<file path="config.mk">
export PLATFORM = sky130hd
export DESIGN_NAME = traffic_light_ctrl
export DESIGN_NICKNAME = d
export VERILOG_FILES = /design/src/rtl/traffic_light_ctrl_pkg.sv /design/src/rtl/traffic_light_ctrl_down_counter.sv /design/src/rtl/traffic_light_ctrl.sv
export SDC_FILE = /design/constraint.sdc
export NUM_CORES = 1
export LEC_CHECK = 0
export ABC_AREA = 1
export CAP_MARGIN = 5
export CORE_MARGIN = 8
export CORE_UTILIZATION = 51
export DETAILED_ROUTE_END_ITERATION = 7
export PLACE_DENSITY = 0.86
export SETUP_SLACK_MARGIN = 0.1
export SYNTH_ARGS = -nofsm -noshare
export SYNTH_HDL_FRONTEND = slang
export SYNTH_SLANG_ARGS = --single-unit
</file>
<file path="constraint.sdc">
create_clock -name CLK -period 2.48 [get_ports CLK]
set_clock_uncertainty 0.1 [all_clocks]
set_input_delay 0.248 -clock CLK [delete_from_list [all_inputs] [get_ports CLK]]
set_output_delay 0.248 -clock CLK [all_outputs]
set_load 0.005 [all_outputs]
</file>
<file path="src/rtl/traffic_light_ctrl_pkg.sv">
// -----------------------------------------------------------------------------
// traffic_light_ctrl_pkg
// Shared definitions for the intersection controller: the state encoding and
// the lamp patterns. The state codes are also the values seen on state_o, so
// the display side can use the same numbering.
// -----------------------------------------------------------------------------
package traffic_light_ctrl_pkg;

    typedef enum logic [2:0] {
        S_INIT   = 3'd0,
        S_MAIN_G = 3'd1,
        S_MAIN_Y = 3'd2,
        S_AR1    = 3'd3,
        S_SIDE_G = 3'd4,
        S_SIDE_Y = 3'd5,
        S_AR2    = 3'd6,
        S_WALK   = 3'd7
    } state_t;

    // Lamp encoding is {R,Y,G}, one-hot.
    localparam logic [2:0] RED = 3'b100;
    localparam logic [2:0] YEL = 3'b010;
    localparam logic [2:0] GRN = 3'b001;

    function automatic logic [2:0] main_lamp(input state_t s);
        logic [2:0] lamp;
        lamp = RED;
        case (s)
            S_MAIN_G: lamp = GRN;
            S_MAIN_Y: lamp = YEL;
            default:  lamp = RED;
        endcase
        return lamp;
    endfunction

    function automatic logic [2:0] side_lamp(input state_t s);
        logic [2:0] lamp;
        lamp = RED;
        case (s)
            S_SIDE_G: lamp = GRN;
            S_SIDE_Y: lamp = YEL;
            default:  lamp = RED;
        endcase
        return lamp;
    endfunction

endpackage

</file>
<file path="src/rtl/traffic_light_ctrl_down_counter.sv">
// -----------------------------------------------------------------------------
// Down_counter
// Loadable down-counter that times each phase of the intersection controller.
// Load takes priority over Enable, so an Enable strobe that coincides with a
// load is absorbed rather than shortening the new phase. The count saturates
// at zero; Done flags the terminal count.
//
// Ports
//   CLK     in   1           clock
//   RST_N   in   1           asynchronous active-low reset (Count -> 0)
//   Enable  in   1           decrement strobe (the external tick)
//   Load    in   1           load Preset this cycle
//   Preset  in   data_width  value loaded on Load
//   Count   out  data_width  current count (ticks left)
//   Done    out  1           Count == 0
// -----------------------------------------------------------------------------
module Down_counter #(
    parameter int data_width = 8
) (
    input  logic                  CLK,
    input  logic                  RST_N,
    input  logic                  Enable,
    input  logic                  Load,
    input  logic [data_width-1:0] Preset,
    output logic [data_width-1:0] Count,
    output logic                  Done
);

    always_ff @(posedge CLK or negedge RST_N) begin
        if (!RST_N) begin
            Count <= '0;
        end else if (Load) begin
            Count <= Preset;
        end else if (Enable && (Count != '0)) begin
            Count <= Count - 1'b1;
        end
    end

    assign Done = (Count == '0);

endmodule

</file>
<file path="src/rtl/traffic_light_ctrl.sv">
// -----------------------------------------------------------------------------
// traffic_light_ctrl
// Moore controller for a main/side intersection with a pedestrian walk phase.
// A single Down_counter times every phase; it is reloaded on the edge that
// enters a new state with that state's dwell, and counts down on 'tick'.
// Main green is held indefinitely once expired until a side vehicle or a
// latched pedestrian request asks for the cycle to run.
//
// Ports
//   CLK        in   1   clock
//   RST_N      in   1   asynchronous active-low reset
//   tick       in   1   one-CLK timing strobe, decrements the phase counter
//   side_req   in   1   level, side-road vehicle waiting (sampled at MAIN_G expiry)
//   ped_req    in   1   pulse, pedestrian button (latched into ped_pending)
//   main_light out  3   {R,Y,G} main road lamps, one-hot
//   side_light out  3   {R,Y,G} side road lamps, one-hot
//   walk       out  1   pedestrian walk lamp
//   state_o    out  3   current state code
//   remaining  out  W   ticks left in the current phase
// -----------------------------------------------------------------------------
module traffic_light_ctrl
    import traffic_light_ctrl_pkg::*;
#(
    parameter int W      = 8,
    parameter int T_MG   = 30,
    parameter int T_MY   = 3,
    parameter int T_AR   = 1,
    parameter int T_SG   = 20,
    parameter int T_SY   = 3,
    parameter int T_WALK = 10
) (
    input  logic         CLK,
    input  logic         RST_N,
    input  logic         tick,
    input  logic         side_req,
    input  logic         ped_req,
    output logic [2:0]   main_light,
    output logic [2:0]   side_light,
    output logic         walk,
    output logic [2:0]   state_o,
    output logic [W-1:0] remaining
);

    // state   | meaning
    // INIT    | post-reset, all red, leaves after one CLK
    // MAIN_G  | main green; held at count 0 until side_req or ped_pending
    // MAIN_Y  | main yellow
    // AR1     | all-red clearance before side green
    // SIDE_G  | side green
    // SIDE_Y  | side yellow
    // AR2     | all-red clearance; goes to WALK if a pedestrian is pending
    // WALK    | pedestrian walk, all roads red

    state_t       state;
    state_t       next_state;
    logic         done;
    logic         load;
    logic [W-1:0] preset;
    logic [W-1:0] count;
    logic         ped_pending;

    always_comb begin
        next_state = state;
        case (state)
            S_INIT:   next_state = S_MAIN_G;
            S_MAIN_G: if (done && (side_req || ped_pending)) next_state = S_MAIN_Y;
            S_MAIN_Y: if (done) next_state = S_AR1;
            S_AR1:    if (done) next_state = S_SIDE_G;
            S_SIDE_G: if (done) next_state = S_SIDE_Y;
            S_SIDE_Y: if (done) next_state = S_AR2;
            S_AR2:    if (done) next_state = ped_pending ? S_WALK : S_MAIN_G;
            S_WALK:   if (done) next_state = S_MAIN_G;
            default:  next_state = S_INIT;
        endcase
    end

    // No state has a transition to itself, so any change of state is an
    // entry and reloads the counter.
    assign load = (next_state != state);

    always_comb begin
        preset = '0;
        case (next_state)
            S_MAIN_G: preset = W'(T_MG);
            S_MAIN_Y: preset = W'(T_MY);
            S_AR1:    preset = W'(T_AR);
            S_SIDE_G: preset = W'(T_SG);
            S_SIDE_Y: preset = W'(T_SY);
            S_AR2:    preset = W'(T_AR);
            S_WALK:   preset = W'(T_WALK);
            default:  preset = '0;
        endcase
    end

    Down_counter #(
        .data_width (W)
    ) u_timer (
        .CLK    (CLK),
        .RST_N  (RST_N),
        .Enable (tick),
        .Load   (load),
        .Preset (preset),
        .Count  (count),
        .Done   (done)
    );

    // Lamps are registered from next_state so they always match the state
    // register without a decode stage on the outputs.
    always_ff @(posedge CLK or negedge RST_N) begin
        if (!RST_N) begin
            state      <= S_INIT;
            main_light <= RED;
            side_light <= RED;
            walk       <= 1'b0;
        end else begin
            state      <= next_state;
            main_light <= main_lamp(next_state);
            side_light <= side_lamp(next_state);
            walk       <= (next_state == S_WALK);
        end
    end

    // A button press on the WALK-entry edge wins over the clear, so that
    // pedestrian is served on the following round.
    always_ff @(posedge CLK or negedge RST_N) begin
        if (!RST_N) begin
            ped_pending <= 1'b0;
        end else if (ped_req) begin
            ped_pending <= 1'b1;
        end else if ((next_state == S_WALK) && (state != S_WALK)) begin
            ped_pending <= 1'b0;
        end
    end

    assign state_o   = state;
    assign remaining = count;

    a_never_both_go: assert property (@(posedge CLK) disable iff (!RST_N)
        !((main_light != RED) && (side_light != RED)));
    a_main_onehot: assert property (@(posedge CLK) disable iff (!RST_N)
        $onehot(main_light));
    a_side_onehot: assert property (@(posedge CLK) disable iff (!RST_N)
        $onehot(side_light));
    a_walk_only_in_walk: assert property (@(posedge CLK) disable iff (!RST_N)
        walk == (state == S_WALK));

endmodule

</file>
==> flow_metrics.py <==
metrics = {
    "clocking": {
        "hold_buffers": 0,
        "h-tree-depth": 1,
        "cts_setup_buffers": 0,
        "cts_tree": "built",
        "cts_resized": 0,
        "clk_latency_ns": 0.30,
        "clkSlewWorstSetupHoldPaths_ns": 0.11,
        "clock_sink_count": 19,
        "clock_path_buffers": 2,
        "clockRootBuffer": "clkbuf_4",
        "cts_inserted_buffers": 3,
    },
    "yosys": {
        "synth_area_per_cell_sq_um": 8.34,
        "synth-seq-cells": 19,
        "synth_nets": 155,
        "synth.cell_area_sq_um": 1240,
        "yosysSeqAreaShare_pct": 38.5,
        "yosys_warnings": 0,
        "ys_types": 32,
        "netlist_instances": 149,
    },
    "global_routing": {
        "grtUsageTotal_pct": 13.2,
        "antenna_found_initial": 0,
        "grt_pass1_wl_um": 4530,
        "grt_max_degree": 20,
        "grt_pass1_vias": 1043,
        "overflow": 0,
    },
    "cells_and_area": {
        "finalNonFillerCells": 204,
        "final_util_pct": 63.8,
        "final_common_cell": "nand2_1",
        "areaGrowthSynthToFinish_pct": 22.6,
        "nNetsFinal": 181,
        "n_antenna_cell": 0,
        "multiInputGateArea_sq_um": 673,
        "drive_gt1_share_pct": 24.7,
        "final_cell_mix": "nand2_1 (31), clkdlybuf4s50_1 (22), dfrtp_1 (17), nor2_1 (14), inv_1 (13)",
        "fillers": 223,
        "regArea_sq_um": 478,
        "design_area_sq_um": 1520,
    },
    "critical_path": {
        "regToRegEndpoint": "u_timer.Count[1]",
        "r2r_setup_slack_ns": 0.32,
        "cp_max_fo": 6,
        "crit_path_end": "u_timer.Count[1]",
        "critPathLaunch": "u_timer.Count[0]",
        "crit_type": "reg -> reg",
        "end_kind": "flop",
        "critPathRequiredTime_ns": 2.59,
        "timing.rr.start": "u_timer.Count[0]",
        "startpoint_type": "flop",
        "arrival_ns": 2.27,
        "r2r_cells": 13,
    },
    "sta": {
        "setup_tns_ns": 0,
        "rsz0062_at_grt": "no",
        "hold_viol": 0,
        "fmax_mhz": 463,
        "hold_slack_ns": 0.320,
        "slew_headroom_pct": 43.3,
        "worstMarginPinSlew_ns": 0.847,
        "finalCritPeriodShare_pct": 87.0,
        "finalCriticalPeriod_ns": 2.16,
        "finalSetupViolCount": 0,
        "slew_violations": 0,
    },
    "power": {
        "ir_drop_mv": 0.806,
        "p_leak_nw": 0.739,
        "pwr_density_cell_nw_per_um2": 1230,
    },
    "drt": {
        "vias": 1087,
        "viasPerCell": 5.33,
        "antenna_left": 0,
        "drtIter0Drc": 42,
        "route.final.wire_length_um": 2700,
        "wl_per_cell_um": 13.2,
        "firstDrtPassIters": 4,
        "route.detailed.drc": 0,
    },
    "placement": {
        "gp_congestion": 0.884,
        "placed_area_sq_um": 1500,
        "post-place-cells": 200,
        "placement.io_buffers": 22,
        "hpwl_um": 2140,
    },
    "floorplan": {
        "core_region_area_sq_um": 2390,
        "die_w_um": 65.4,
        "die_h_um": 65.4,
        "start_util_pct": 52.0,
        "die-area_sq_um": 4270,
        "core.rowCount": 18,
        "pin_count": 23,
    },
    "outcome": {
        "outcome": "finished clean",
    },
    "hold_path": {
        "hp-class": "in -> async",
    },
    "job": {
        "drv_cap": 0,
    },
}
==> flip-flops by register name (all words and copies together), names as in the netlist <==
signal / flops
state_o: 3
u_timer.Count: 8
side_light: 3
ped_pending: 1
walk: 1
main_light: 3
==> layer usage <==
| metal | vias to the layer above | GRT usage [%] | share of wire (%) |
|---|---|---|---|
| met2 | 40 | 22.5 | 49 |
| li1 | 525 | - | - |
| met4 | 0 | 4.36 | 1.6 |
| met3 | 7 | 5.27 | 8.9 |
| met5 | - | 0 | 0 |
| met1 | 515 | 14.6 | 40 |
==> cells in the mapped netlist <==
master	instances	share of area, %
nand3_1	9	3.6
xor2_1	6	4.2
nand4_1	6	3.0
nand4_2	1	1.0
dfstp_2	2	4.2
nor2_4	3	2.7
clkinv_1	1	0.30
o21bai_1	1	0.60
ha_1	1	1.0
nand2_1	31	9.4
nand3_2	2	1.6
nand2_4	4	3.6
a21oi_1	3	1.2
nor2_1	14	4.2
inv_2	7	2.1
nor3_2	1	0.81
inv_1	13	3.9
nand3_4	3	4.2
nor3_1	2	0.81
buf_4	1	0.60
nand2_2	9	4.5
dfrtp_1	17	34
buf_2	1	0.40
xnor2_1	1	0.71
or3b_1	1	0.71
nand3b_2	1	0.91
o21ai_4	1	1.3
o21ai_1	3	1.2
or2_2	1	0.50
a21oi_2	1	0.71
nor2_2	1	0.50
nor4_2	1	1.0
==> critical path, cell delays in order, from the launching register on <==
cell      delay (ns)
dfrtp_1         0.43
inv_1           0.09
ha_1            0.22
nand2_1         0.12
nor2_4          0.18
nand2_4         0.10
nand2_1         0.08
nand3b_2        0.12
nand3_2         0.17
nand4_2         0.17
inv_2           0.11
nand2_1         0.05
nand2_1         0.06
inv_1           0.04
==> cell type report <==
class / instances / area share [%]
clock buffer: 3 / 1.48
clock inverter: 1 / 0.329
inverter: 21 / 5.18
multi-input combinational: 107 / 44.2
sequential: 19 / 31.4
tap: 30 / 2.47
timing repair buffer: 23 / 15.0
==> through the flow <==
stage / worst slack (ns) / total power, mW
3_3_place_gp: 0.408 / 1.69
4_1_cts: 0.325 / 1.89
6_report: 0.322 / 1.88
5_1_grt: 0.213 / 2.04
2_1_floorplan: 0.546 / 1.36
3_5_place_dp: 0.353 / 1.73
==> cell families after synthesis <==
| family | after synthesis | synth area share [%] |
|---|---|---|
| simple gates | 90 | 43.2 |
| flops | 19 | 38.5 |
| compound gates | 9 | 5.04 |
| xor+xnor | 7 | 4.93 |
| fa+ha+maj | 1 | 1.01 |
| buf+inv | 23 | 7.35 |
==> power breakdown <==
group | switching (mW) | internal (mW)
registers | 0.114 | 0.417
clock network | 0.0978 | 0.0602
logic | 0.681 | 0.508
total | 0.892 | 0.985
==> worst min-delay path by stage <==
stage,from,depth (start not counted),end,slack (ns)
6_report,RST_N,1,ped_pending,0.32
5_1_grt,RST_N,1,u_timer.Count[7],0.40
4_1_cts,RST_N,1,ped_pending,0.35
3_5_place_dp,ped_pending,2,ped_pending,0.44
3_3_place_gp,ped_pending,2,ped_pending,0.43
2_1_floorplan,RST_N,0,main_light[0],-0.15
No activity file was read; power rests on OpenSTA's default activity.
